`config.mk`:
```
export PLATFORM = sky130hd
export DESIGN_NAME = mul_arb
export DESIGN_NICKNAME = d
export VERILOG_FILES = /design/src/rtl/mul_arb.sv
export SDC_FILE = /design/constraint.sdc
export NUM_CORES = 1
export LEC_CHECK = 0
export CAP_MARGIN = 20
export CORE_AREA = 3 3 257 259
export CTS_CLUSTER_DIAMETER = 100
export DETAILED_ROUTE_END_ITERATION = 10
export DIE_AREA = 0 0 260 262
export GPL_ROUTABILITY_DRIVEN = 0
export SLEW_MARGIN = 10
export SYNTH_ARGS = -nofsm -noshare
export SYNTH_HDL_FRONTEND = slang
export SYNTH_SLANG_ARGS = --single-unit
```
`constraint.sdc`:
```
create_clock -name clk -period 1.45 [get_ports clk]
set_clock_uncertainty 0.1 [all_clocks]
set_input_delay 0.2175 -clock clk [delete_from_list [all_inputs] [get_ports clk]]
set_output_delay 0.2175 -clock clk [all_outputs]
set_load 0.1 [all_outputs]
```
`src/rtl/mul_arb.sv`:
```
// Two-requester round-robin front end for a shared two-stage multiplier.
// Tracks the single operation in the multiplier's M stage and routes its result back.
module mul_arb #(
  parameter int unsigned XLEN = 64
) (
  input  logic              clk,
  input  logic              reset,
  input  logic              FlushM,
  input  logic              Req0Valid,
  input  logic              Req1Valid,
  output logic              Req0Ready,
  output logic              Req1Ready,
  input  logic [XLEN-1:0]   Req0A,
  input  logic [XLEN-1:0]   Req0B,
  input  logic [XLEN-1:0]   Req1A,
  input  logic [XLEN-1:0]   Req1B,
  input  logic [2:0]        Req0Funct3,
  input  logic [2:0]        Req1Funct3,
  output logic [XLEN-1:0]   MulSrcAE,
  output logic [XLEN-1:0]   MulSrcBE,
  output logic [2:0]        MulFunct3E,
  output logic              MulStallM,
  output logic              MulFlushM,
  input  logic [2*XLEN-1:0] MulProdM,
  output logic              Rsp0Valid,
  output logic              Rsp1Valid,
  input  logic              Rsp0Ready,
  input  logic              Rsp1Ready,
  output logic [XLEN-1:0]   Rsp0Result,
  output logic [XLEN-1:0]   Rsp1Result
);

  logic last_q, last_d;
  logic m_valid_q, m_valid_d;
  logic m_tag_q, m_tag_d;
  logic m_low_q, m_low_d;

  logic gnt_e, any_gnt, hold, accept, rsp_live;
  logic [XLEN-1:0] result;

  always_comb begin
    any_gnt = Req0Valid | Req1Valid;
    // On a tie, the requester that did not win last time goes first.
    if (Req0Valid && Req1Valid) begin
      gnt_e = ~last_q;
    end else begin
      gnt_e = Req1Valid;
    end

    hold      = m_valid_q & (m_tag_q ? ~Rsp1Ready : ~Rsp0Ready);
    Req0Ready = ~gnt_e & Req0Valid & ~hold & ~reset;
    Req1Ready = gnt_e & Req1Valid & ~hold & ~reset;
    accept    = Req0Ready | Req1Ready;

    if (!any_gnt) begin
      MulSrcAE   = '0;
      MulSrcBE   = '0;
      MulFunct3E = 3'b011;
    end else if (gnt_e) begin
      MulSrcAE   = Req1A;
      MulSrcBE   = Req1B;
      MulFunct3E = Req1Funct3;
    end else begin
      MulSrcAE   = Req0A;
      MulSrcBE   = Req0B;
      MulFunct3E = Req0Funct3;
    end

    MulStallM = hold & ~reset;
    MulFlushM = FlushM | reset;
  end

  always_comb begin
    last_d    = accept ? gnt_e : last_q;
    m_valid_d = m_valid_q;
    m_tag_d   = m_tag_q;
    m_low_d   = m_low_q;
    if (!hold) begin
      m_valid_d = accept;
      m_tag_d   = gnt_e;
      m_low_d   = (MulFunct3E == 3'b000);
    end
    // A flush wins over both a held response and a fresh load.
    if (FlushM) begin
      m_valid_d = 1'b0;
    end
  end

  always_ff @(posedge clk) begin
    if (reset) begin
      last_q    <= 1'b1;
      m_valid_q <= 1'b0;
      m_tag_q   <= 1'b0;
      m_low_q   <= 1'b0;
    end else begin
      last_q    <= last_d;
      m_valid_q <= m_valid_d;
      m_tag_q   <= m_tag_d;
      m_low_q   <= m_low_d;
    end
  end

  always_comb begin
    rsp_live   = m_valid_q & ~FlushM & ~reset;
    Rsp0Valid  = rsp_live & ~m_tag_q;
    Rsp1Valid  = rsp_live & m_tag_q;
    result     = m_low_q ? MulProdM[XLEN-1:0] : MulProdM[2*XLEN-1:XLEN];
    Rsp0Result = result;
    Rsp1Result = result;
  end

endmodule

```
Word-level counts from Yosys, hierarchy flattened. Index checks and enable logic that the tools add are counted.

Add/subtract/negate cells: 0. Multipliers: 0. Div/mod/pow operators: 0. Magnitude comparators: 0. Equal/unequal tests: 0. Shift operators: 0. Multiplexer cells: 9. Bitwise operators: 23. Reductions and logical operators: 3.

Operator list (count): two-way mux 64 bit (5); bitwise AND 1 bit (12); inverter 1 bit (8); two-way mux 3 bit (2); logical NOT 3 bit (1); OR 1 bit (3); two-way mux 1 bit (2); OR reduction 2 bit (1); logical AND 1 bit (1).

Register bits after elaboration: 4. Bits in latches: 0. Memory bits (writable): 0. ROM bits: 0. Input port bits: 397. Output and inout bits: 265. Word-level logic and storage cells: 39. Memories kept: 0.

Longest topological paths before layout. Gate-level depths: netlist of the first run.

Depth in word-level cells: 7. Mapped depth: 6. Gate-level depth less buffers: 4.

Worst setup path after synthesis of the first run. OpenSTA, ideal clock, no wires.

Path kind: register to output. Start: register last_q. End: output Req1Ready. Arrival: 2.849 ns. Data required time: 1.133 ns. Setup slack: -1.716 ns. Stages on the path, launching flop included: 4. Buffers on the path: 1. Cells stage by stage: dfxtp_1 a21bo_4 clkbuf_1 nor3_1.

Longest elaborated chain between the ends: 5.

RTL lines: from (decl) (RTL line 33) `logic last_q, last_d;`; from (signal assigned) (RTL line 96) `last_q <= last_d;`; inverter 1 bit (RTL line 45) `gnt_e = ~last_q;`; two-way mux 1 bit (RTL line 44) `if (Req0Valid && Req1Valid) begin`; bitwise AND 1 bit (3 in a row) (RTL line 52) `Req1Ready = gnt_e & Req1Valid & ~hold & ~reset;`; to (decl) (RTL line 12) `output logic Req1Ready,`.

No other way between the ends.

Worst setup path after layout of the first run.
Start: register last_q. End: output MulSrcBE[39].

Longest elaborated chain between the ends: 4.

RTL lines: inverter 1 bit (RTL line 45); two-way mux 1 bit (RTL line 44); two-way mux 64 bit (RTL line 59) `end else if (gnt_e) begin`; two-way mux 64 bit (RTL line 55) `if (!any_gnt) begin`; to (decl) (RTL line 20) `output logic [XLEN-1:0] MulSrcBE,`.

No other way between the ends.

==> results of run 1 <==
where the power goes:
group | total [mW] | internal [mW] | switching (mW) | leakage (nW)
sequential | 0.126 | 0.117 | 0.00862 | 0.0339
combinational | 10.8 | 4.34 | 6.46 | 6.88
clock | 0.470 | 0.366 | 0.104 | 0.0382
cells in the final DEF (no fill, tap or decap), types with 2 or more instances in the layout:
master,netlist,layout
a21oi_1,3,3
buf_12,0,286
buf_16,0,9
buf_4,66,53
buf_6,2,24
buf_8,0,7
clkbuf_16,0,7
clkdlybuf4s50_1,0,390
dfxtp_2,0,2
dlygate4sd2_1,0,4
inv_1,4,2
inv_2,0,2
mux2_4,0,64
nand2_1,262,62
nand2_2,0,75
nand2_4,0,15
nand2_8,0,110
nand3_1,128,36
nand3_2,0,65
nand3_4,0,27
nor2_1,6,3
nor2_4,0,2
nor3_4,0,2
o32ai_4,0,2
registers in the layout, summed over array words and instances (netlist names):
| signal | count |
|---|---|
| last_q | 1 |
| m_low_q | 1 |
| m_tag_q | 1 |
| m_valid_q | 1 |
logic make-up after synthesis:
family / share of synthesized area, %
muxes: 22.0
and+or+nand+nor: 50.8
DFF: 2.41
buffers and inverters: 22.4
AOI/OAI and AO/OA: 2.41
per-stage QoR:
| step | cells | instance area (um^2) | hold slack (ns) |
|---|---|---|---|
| floorplan | 599 | 6740 | 0.179 |
| global placement | 2079 | 16200 | 0.507 |
| detailed placement | 2079 | 16200 | 0.522 |
| CTS | 2112 | 17300 | 0.333 |
| global route | 2123 | 17700 | 0.384 |
| finish | 2123 | 17700 | 0.365 |
what timing repair did:
item / CTS / global route
cloned: 11 / 5
pin swaps: 9 / 9
hold buffers: 0 / 0
setup buffers: 20 / 10
setup endpoints to repair: 268 / 264
gates resized for setup: 145 / 50
area by class of cell:
cell class | instances | area (um^2)
clock buffer | 4 | 78.8
inverter | 4 | 15.0
multi-input combinational | 477 | 5610
fill | 6536 | 46400
tap | 855 | 1070
sequential | 4 | 86.3
timing repair buffer | 779 | 10800
worst max-delay path, stage by stage (launching register included):
cell	delay, ns
dfxtp_2	0.32
buf_6	0.12
a21boi_4	0.20
buf_12	0.20
buf_12	0.18
nand2_2	0.16
nand2_8	0.10
buf_12	0.17
path summary, 6_finish.rpt:
| kind | startpoint | to | cells past startpoint |
|---|---|---|---|
| setup / recovery | last_q | MulSrcBE[39] | 7 |
| hold / removal | Rsp1Ready | m_tag_q | 4 |
| setup reg to reg | last_q | m_low_q | 8 |
| hold reg to reg | m_valid_q | m_tag_q | 4 |
layer usage:
metal | routed length (um) | GRT usage (%) | up-vias
met5 | 13 | 0 | -
met4 | 1370 | 3.36 | 2
met3 | 3330 | 2.55 | 32
met2 | 21600 | 20.2 | 423
met1 | 14300 | 11.8 | 3265
li1 | - | - | 3256
==> results.yml, run 1 <==
clock_network:
  clock_latency_ns: 0.23
  clk_pin_slew_ns: 0.04
  cts_tree: "done"
  numCtsBuffers: 3
  clock_path_buffers: 2
  htree_num_levels: 1
  cts_root_buf: "clkbuf_16"
  clkSinkCount: 4
place:
  place_ws_ns: -0.864
  port_buffers: 661
  place_hpwl_um: 33900
sta:
  rsz0062_at_grt: "yes"
  max_freq_mhz: 491
  worst_pin_slew_ns: 0.337
  fin_crit_ns: 2.03
  fin_crit_sh_pct: 140
  hold_viol_final: 0
  finalSetupTns_ns: -106.34
  slew_headroom_pct: 77.5
  finalWorstSetupSlack_ns: -0.585
  slew_viol_final: 0
  setup_viol: 264
layout:
  utilization_pct: 27.6
  area_delta_synth_final_pct: 432
  nets: 1666
  final_layout_size_suffix_gt1_share_pct: 60.2
  diodes: 0
route:
  via_per_inst: 3.29
  drt_iter0_drc: 290
  vias: 6978
  ant_nets: 0
  drt_wl_total_um: 40700
  drt_pre_antenna_iters: 5
  drcViolationCount: 0
  wl_per_cell_um: 19.2
yosys:
  yosysWarnings: 0
  post-synth-top-count-cell: "nand2_1"
  synth_top_area_share_pct: 29.6
  synth_enable_flop_cells: 0
  synthesis.nets: 996
  synth_flop_cell: "dfxtp_1"
  ys_async_sr_fraction_pct: 0
  avgSynthCellArea_um2: 5.55
  yosysTopAreaCell: "nand2_1"
  ys_top_cells_by_count: "262 x nand2_1, 128 x nand3_1, 66 x buf_4"
  synth.distinct_cells: 25
  synth_seq_cells: 4
  synth.area.top_cells: "nand2_1 30%, nand3_1 19%, mux2_1 17%"
  syn_inst: 599
  ys_seq_area_share_pct: 2.41
  synth_area_um2: 3330
run:
  maxCapViolCount: 0
floorplanning:
  placementRows: 93
  die_h_um: 262
  die_w_um: 260
  design.core.area_um2: 64100
  io_pins: 662
  dieArea_um2: 68100
  start_util_pct: 5.19
global_routing:
  overflow: 0
  antenna_found_initial: 1
  grt_start_max_net_pins: 45
  track_usage_pct: 10.7
  grt_pass1_wl_um: 53300
  grt_pass1_vias: 7484
status:
  status: "complete, but fails checks"
  failed_checks: "setup timing"
power:
  p_total_mw: 11.4
  power_density_nw_per_um2: 644
  peakVddDrop_v: 0.000375
  leakage_nw: 6.96
setup_path:
  start_kind: "flop"
  crit_type: "reg -> out"
  setup.worst_path.end_class: "primary output"
  reg2reg_slack_ns: -0.28
  critPathMaxFanout: 18
  arrival_ns: 1.72
  cp_data_required_time_ns: 1.13
hold_path:
  min_path_type: "in -> reg"
Power figures use the tool's default switching activity.
==> inputs of run 2 (changes only) <==
- HOLD_SLACK_MARGIN: default -> 0.12
==> results of run 2 <==
Final layout, timing and power as in run 1 (identical DEF).
